**src/rtl/mem_arbiter_pkg.sv**
```systemverilog
// Shared LC-3b type package: word, cache-line and memory-arbiter state types.
package lc3b_types;

  typedef logic [15:0]  lc3b_word;
  typedef logic [127:0] lc3b_c_line;

  typedef enum bit [1:0] {
    arb_idle,
    arb_serve_i,
    arb_serve_d
  } lc3b_arb_state;

  localparam logic [15:0] SAT_MAX = 16'hFFFF;

endpackage

```
**src/rtl/mem_arbiter_sat_counter.sv**
```systemverilog
// sat_counter16: 16-bit counter that increments on inc and sticks at 16'hFFFF.
// Ports:
//   clk   - clock
//   rst   - synchronous active-high clear
//   inc   - count enable (one step per cycle)
//   count - current value
module sat_counter16
  import lc3b_types::*;
(
  input  logic        clk,
  input  logic        rst,
  input  logic        inc,
  output logic [15:0] count
);

  logic [15:0] r_count;

  always_ff @(posedge clk) begin
    if (rst)                           r_count <= '0;
    else if (inc && r_count != SAT_MAX) r_count <= r_count + 16'd1;
  end

  assign count = r_count;

endmodule

```
**src/rtl/mem_arbiter.sv**
```systemverilog
// mem_arbiter: shares the single physical-memory line port between the
// I-cache and D-cache. One requester is served at a time; simultaneous
// requests from IDLE alternate between the caches. Per-cache grant counts
// saturate at 16'hFFFF.
// Ports:
//   clk, rst                 - clock, synchronous active-high reset
//   i_read/i_address         - I-cache line read request
//   i_resp/i_rdata           - I-cache completion / line data
//   d_read/d_write/d_address/d_wdata - D-cache read or writeback request
//   d_resp/d_rdata           - D-cache completion / line data
//   pmem_*                   - physical memory port
//   i_grants/d_grants        - saturating grant counters
module mem_arbiter
  import lc3b_types::*;
(
  input  logic        clk,
  input  logic        rst,
  input  logic        i_read,
  input  lc3b_word    i_address,
  output logic        i_resp,
  output lc3b_c_line  i_rdata,
  input  logic        d_read,
  input  logic        d_write,
  input  lc3b_word    d_address,
  input  lc3b_c_line  d_wdata,
  output logic        d_resp,
  output lc3b_c_line  d_rdata,
  output logic        pmem_read,
  output logic        pmem_write,
  output lc3b_word    pmem_address,
  output lc3b_c_line  pmem_wdata,
  input  logic        pmem_resp,
  input  lc3b_c_line  pmem_rdata,
  output logic [15:0] i_grants,
  output logic [15:0] d_grants
);

  lc3b_arb_state r_state, w_state_nxt;
  logic          r_last_d;  // most recent grant went to the D-cache
  logic          w_i_req, w_d_req, w_grant_i, w_grant_d;

  assign w_i_req = i_read;
  assign w_d_req = d_read | d_write;

  always_comb begin
    w_state_nxt  = r_state;
    pmem_read    = 1'b0;
    pmem_write   = 1'b0;
    pmem_address = '0;
    pmem_wdata   = '0;
    i_resp       = 1'b0;
    d_resp       = 1'b0;
    case (r_state)
      arb_idle: begin
        // tie goes to whichever side did not win last time
        if (w_i_req && w_d_req) w_state_nxt = r_last_d ? arb_serve_i : arb_serve_d;
        else if (w_i_req)       w_state_nxt = arb_serve_i;
        else if (w_d_req)       w_state_nxt = arb_serve_d;
      end
      arb_serve_i: begin
        pmem_read    = i_read;
        pmem_address = i_address;
        i_resp       = pmem_resp;
        if (pmem_resp) w_state_nxt = arb_idle;
      end
      arb_serve_d: begin
        // read+write together is illegal; the write takes precedence
        pmem_read    = d_read & ~d_write;
        pmem_write   = d_write;
        pmem_address = d_address;
        pmem_wdata   = d_wdata;
        d_resp       = pmem_resp;
        if (pmem_resp) w_state_nxt = arb_idle;
      end
      default: w_state_nxt = arb_idle;
    endcase
  end

  assign w_grant_i = (r_state == arb_idle) && (w_state_nxt == arb_serve_i);
  assign w_grant_d = (r_state == arb_idle) && (w_state_nxt == arb_serve_d);

  always_ff @(posedge clk) begin
    if (rst) begin
      r_state  <= arb_idle;
      r_last_d <= 1'b0;
    end else begin
      r_state <= w_state_nxt;
      if (w_grant_i || w_grant_d) r_last_d <= w_grant_d;
    end
  end

  // read data is broadcast; only the resp strobe is steered
  assign i_rdata = pmem_rdata;
  assign d_rdata = pmem_rdata;

  sat_counter16 u_i_cnt (.clk(clk), .rst(rst), .inc(w_grant_i), .count(i_grants));
  sat_counter16 u_d_cnt (.clk(clk), .rst(rst), .inc(w_grant_d), .count(d_grants));

endmodule

```
**config.mk**
```make
export PLATFORM = sky130hd
export DESIGN_NAME = mem_arbiter
export DESIGN_NICKNAME = d
export VERILOG_FILES = /design/src/rtl/mem_arbiter_pkg.sv /design/src/rtl/mem_arbiter_sat_counter.sv /design/src/rtl/mem_arbiter.sv
export SDC_FILE = /design/constraint.sdc
export NUM_CORES = 1
export LEC_CHECK = 0
export BUFFER_PORTS_ARGS = -buffer_cell sky130_fd_sc_hd__buf_2
export CAP_MARGIN = 20
export CORE_AREA = 2 2 283 285
export DETAILED_ROUTE_END_ITERATION = 8
export DIE_AREA = 0 0 285 287
export GPL_TIMING_DRIVEN = 1
export PLACE_DENSITY = 0.31
export SETUP_SLACK_MARGIN = 0.4
export SYNTH_ARGS = -nofsm -noshare
export SYNTH_HDL_FRONTEND = slang
export SYNTH_SLANG_ARGS = --single-unit
```
**constraint.sdc**
```tcl
create_clock -name clk -period 2 [get_ports clk]
set_input_delay 0.6 -clock clk [delete_from_list [all_inputs] [get_ports clk]]
set_output_delay 0.6 -clock clk [all_outputs]
set_load 0.02 [all_outputs]
```
==> metrics.cfg <==
[floorplan]
start_util_pct = 6.36
dieArea_um2 = 81800
ios = 730
coreArea_um2 = 78600
die_w_um = 285
die_y_um = 287
row_count = 103

[sta]
slew_viol_final = 0
rsz0062_at_grt = true
fmax_mhz = 432
post-route-period-util_pct = 116
setup_viol = 181
max_slew.worst_pin.slew_ps = 788
min_period_ps = 2320
hold_viol_final = 0
slew_headroom_pct = 46.9
tns_ps = -40500
skew_ps = 8.13
setup_slack_ps = -316

[power]
p_leak_nw = 3.91
power_density_nw_per_um2 = 609
p_total_mw = 5.84
ir_drop_uv = 289

[finish]
areaGrowthSynthToFinish_pct = 91.5
finalInstanceArea_um2 = 9580
fin_util_pct = 12.2
fin_nets = 1163
final_common_cell = buf_2
most-common-layout-cells = buf_2 (193), buf_6 (152), and2_4 (131)
multi_input_area_um2 = 3100
fill_cells = 8969
drive_gt1_share_pct = 81.5
register_area_um2 = 722

[logic_synthesis]
syn_avg_cell_area_um2 = 7.33
synth_ff_type = dfxtp_1
synthTopCellsByArea = buf_4 (38%), and2_1 (16%), dfxtp_1 (14%)
syn_inst = 682
synth-xor-area-share_pct = 0
synth_fa_ha_area_share_pct = 1.50
ys_seq_area_share_pct = 14.0
yosys.area.top_type_share_pct = 38.4
yosys.area_share.simple_pct = 32.2
synth_top_family_by_area = buffers and inverters
netlist_area_um2 = 5000
yosysTopAreaCell = buf_4
syn_nets = 982
synth_cell_types = 48
yosysWarnings = 0
synthArstFlopShare_pct = 0
synthMuxAreaShare_pct = 1.33
synth_edf_count = 0
synth-seq-cells = 35
synth_compound_area_share_pct = 10.1

[global_route]
grt_max_degree = 31
grt_pass1_wl_um = 54000
grt_pass1_vias = 5657
grt.overflow.total = 0
grt_antenna_before_repair = 38
track_usage_pct = 10.1

[setup_path]
arrival_ps = 1720
cpMaxStageDelayCell = dfxtp_2
cp_max_fo = 8
path_common_cell = buf_12
r2r_start = r_state[0]$_SDFF_PP0_
crit_chain = inv_2, buf_6, ha_4, buf_12, buf_12, buf_16, and2_4, buf_12
critical-path-max-stage-delay_ps = 350
rr_worst_depth = 16
worstReg2RegEnd = r_last_d$_SDFFE_PP0P_
r2r_setup_slack_ps = -220
worst_setup_path_start_kind = register
path_delay_family = buffers and inverters
cp.required_ps = 1400
end_kind = output port
cp_num_buf_inv = 6
critPathKind = reg2out

[outcome]
violations = setup timing
status = finished with violations

[clock_tree]
htreeDepth = 2
clock_latency_ps = 290
root_buffer = clkbuf_16
ctsHoldBuffers = 0
cts_sinks = 35
cts_made_buffers = 5
cts_tree = built
clk_pin_slew_ps = 60
cts.path.max_buffers = 2

[routing]
routed_wl_um = 44800
viasPerCell = 2.88
vias = 5506
drc = 0
drt_first_pass_iters = 4
wl_per_cell_um = 23.4
drtAntennaViolNets = 0
drt_iter0_drc = 100

[placed_design]
hpwlAfterDp_um = 37500
io_buffers = 345
placed_cell_area_um2 = 7250
routabilityCongestion = 0.754

[hold_path]
hp-start = r_last_d$_SDFFE_PP0P_
hold_class = reg2reg
holdPathStages = 2
min_to = r_last_d$_SDFFE_PP0P_

[job]
cap_violations = 0

[cell usage after synthesis, types with 7 or more instances]
| library cell | number |
|---|---|
| buf_4 | 256 |
| and2_1 | 131 |
| dfxtp_1 | 35 |
| clkbuf_1 | 27 |
| a21oi_1 | 26 |
| nor2b_1 | 23 |
| o21ai_0 | 22 |
| nand2_1 | 19 |
| or3_1 | 18 |
| a22oi_1 | 16 |
| nand3_1 | 15 |
| nor2_1 | 13 |
| nand4_1 | 11 |
| or4_1 | 7 |
[flip-flops by register name, indices dropped and copies added, names as in the netlist]
name	flops
r_state	2
r_last_d	1
u_d_cnt.count	16
u_i_cnt.count	16
[where the power goes]
group          switching, mW  internal (mW)
sequential            0.0212          0.724
combinational           1.97           2.32
clock                  0.336          0.462
[through the flow]
step | cells | setup slack [ps] | hold slack [ps]
2_1_floorplan | 682 | -21.5 | 463
3_3_place_gp | 1851 | -372 | 489
3_5_place_dp | 1851 | -339 | 488
4_1_cts | 1895 | -357 | 497
5_1_grt | 1914 | -364 | 531
6_report | 1915 | -316 | 506
[cell families (layout without fill, tap and decap cells)]
family / Yosys count / in the layout
multiplexers: 6 / 6
other: 0 / 1
flip-flops: 35 / 35
AND/OR/NAND/NOR: 266 / 266
adder cells (fa/ha/maj): 6 / 6
buffers and inverters: 288 / 470
AO/OA/AOI/OAI: 81 / 81
[worst register-to-register path, delay by kind of cell, from the launching register on]
kind | cells | cell delay, ps
compound gates | 3 | 190
flops | 1 | 350
simple gates | 2 | 180
buf+inv | 10 | 1120
fa+ha+maj | 1 | 260
[final cells by class]
cell class,count,area share (%)
Antenna cell,1,0.0261
Clock buffer,7,1.38
Clock inverter,1,0.0522
Inverter,3,0.118
Multi-Input combinational cell,359,32.3
Sequential cell,35,7.53
Tap cell,1050,13.7
Timing Repair Buffer,459,44.9
[how the worst max path moves through the flow]
| stage | cells past startpoint | startpoint | end | slack [ps] |
|---|---|---|---|---|
| floorplan | 8 | r_state[1]$_SDFF_PP0_ | u_d_cnt.count[5]$_SDFFE_PP0P_ | -20 |
| global route | 8 | r_state[0]$_SDFF_PP0_ | pmem_wdata[9] | -360 |
| CTS | 8 | r_state[0]$_SDFF_PP0_ | pmem_address[0] | -360 |
| detailed placement | 8 | pmem_resp | u_i_cnt.count[1]$_SDFFE_PP0P_ | -340 |
| global placement | 8 | pmem_resp | u_i_cnt.count[1]$_SDFFE_PP0P_ | -370 |
| finish | 8 | r_state[0]$_SDFF_PP0_ | pmem_wdata[63] | -320 |
[per-layer routing]
layer / vias up / GRT usage, % / share of wire, %
met3: 70 / 11.1 / 24
met4: 14 / 1.32 / 1.6
met2: 597 / 12.7 / 36
met1: 2453 / 11.6 / 38
li1: 2372 / - / -
met5: - / 0 / 0.18
[timing repair]
action | in CTS | in global routing
gates cloned | 12 | 6
endpoints found under the setup margin | 182 | 188
setup buffers | 24 | 13
pin swaps | 32 | 17
gates resized for setup | 297 | 120
(Power assumes the default switching activity.)
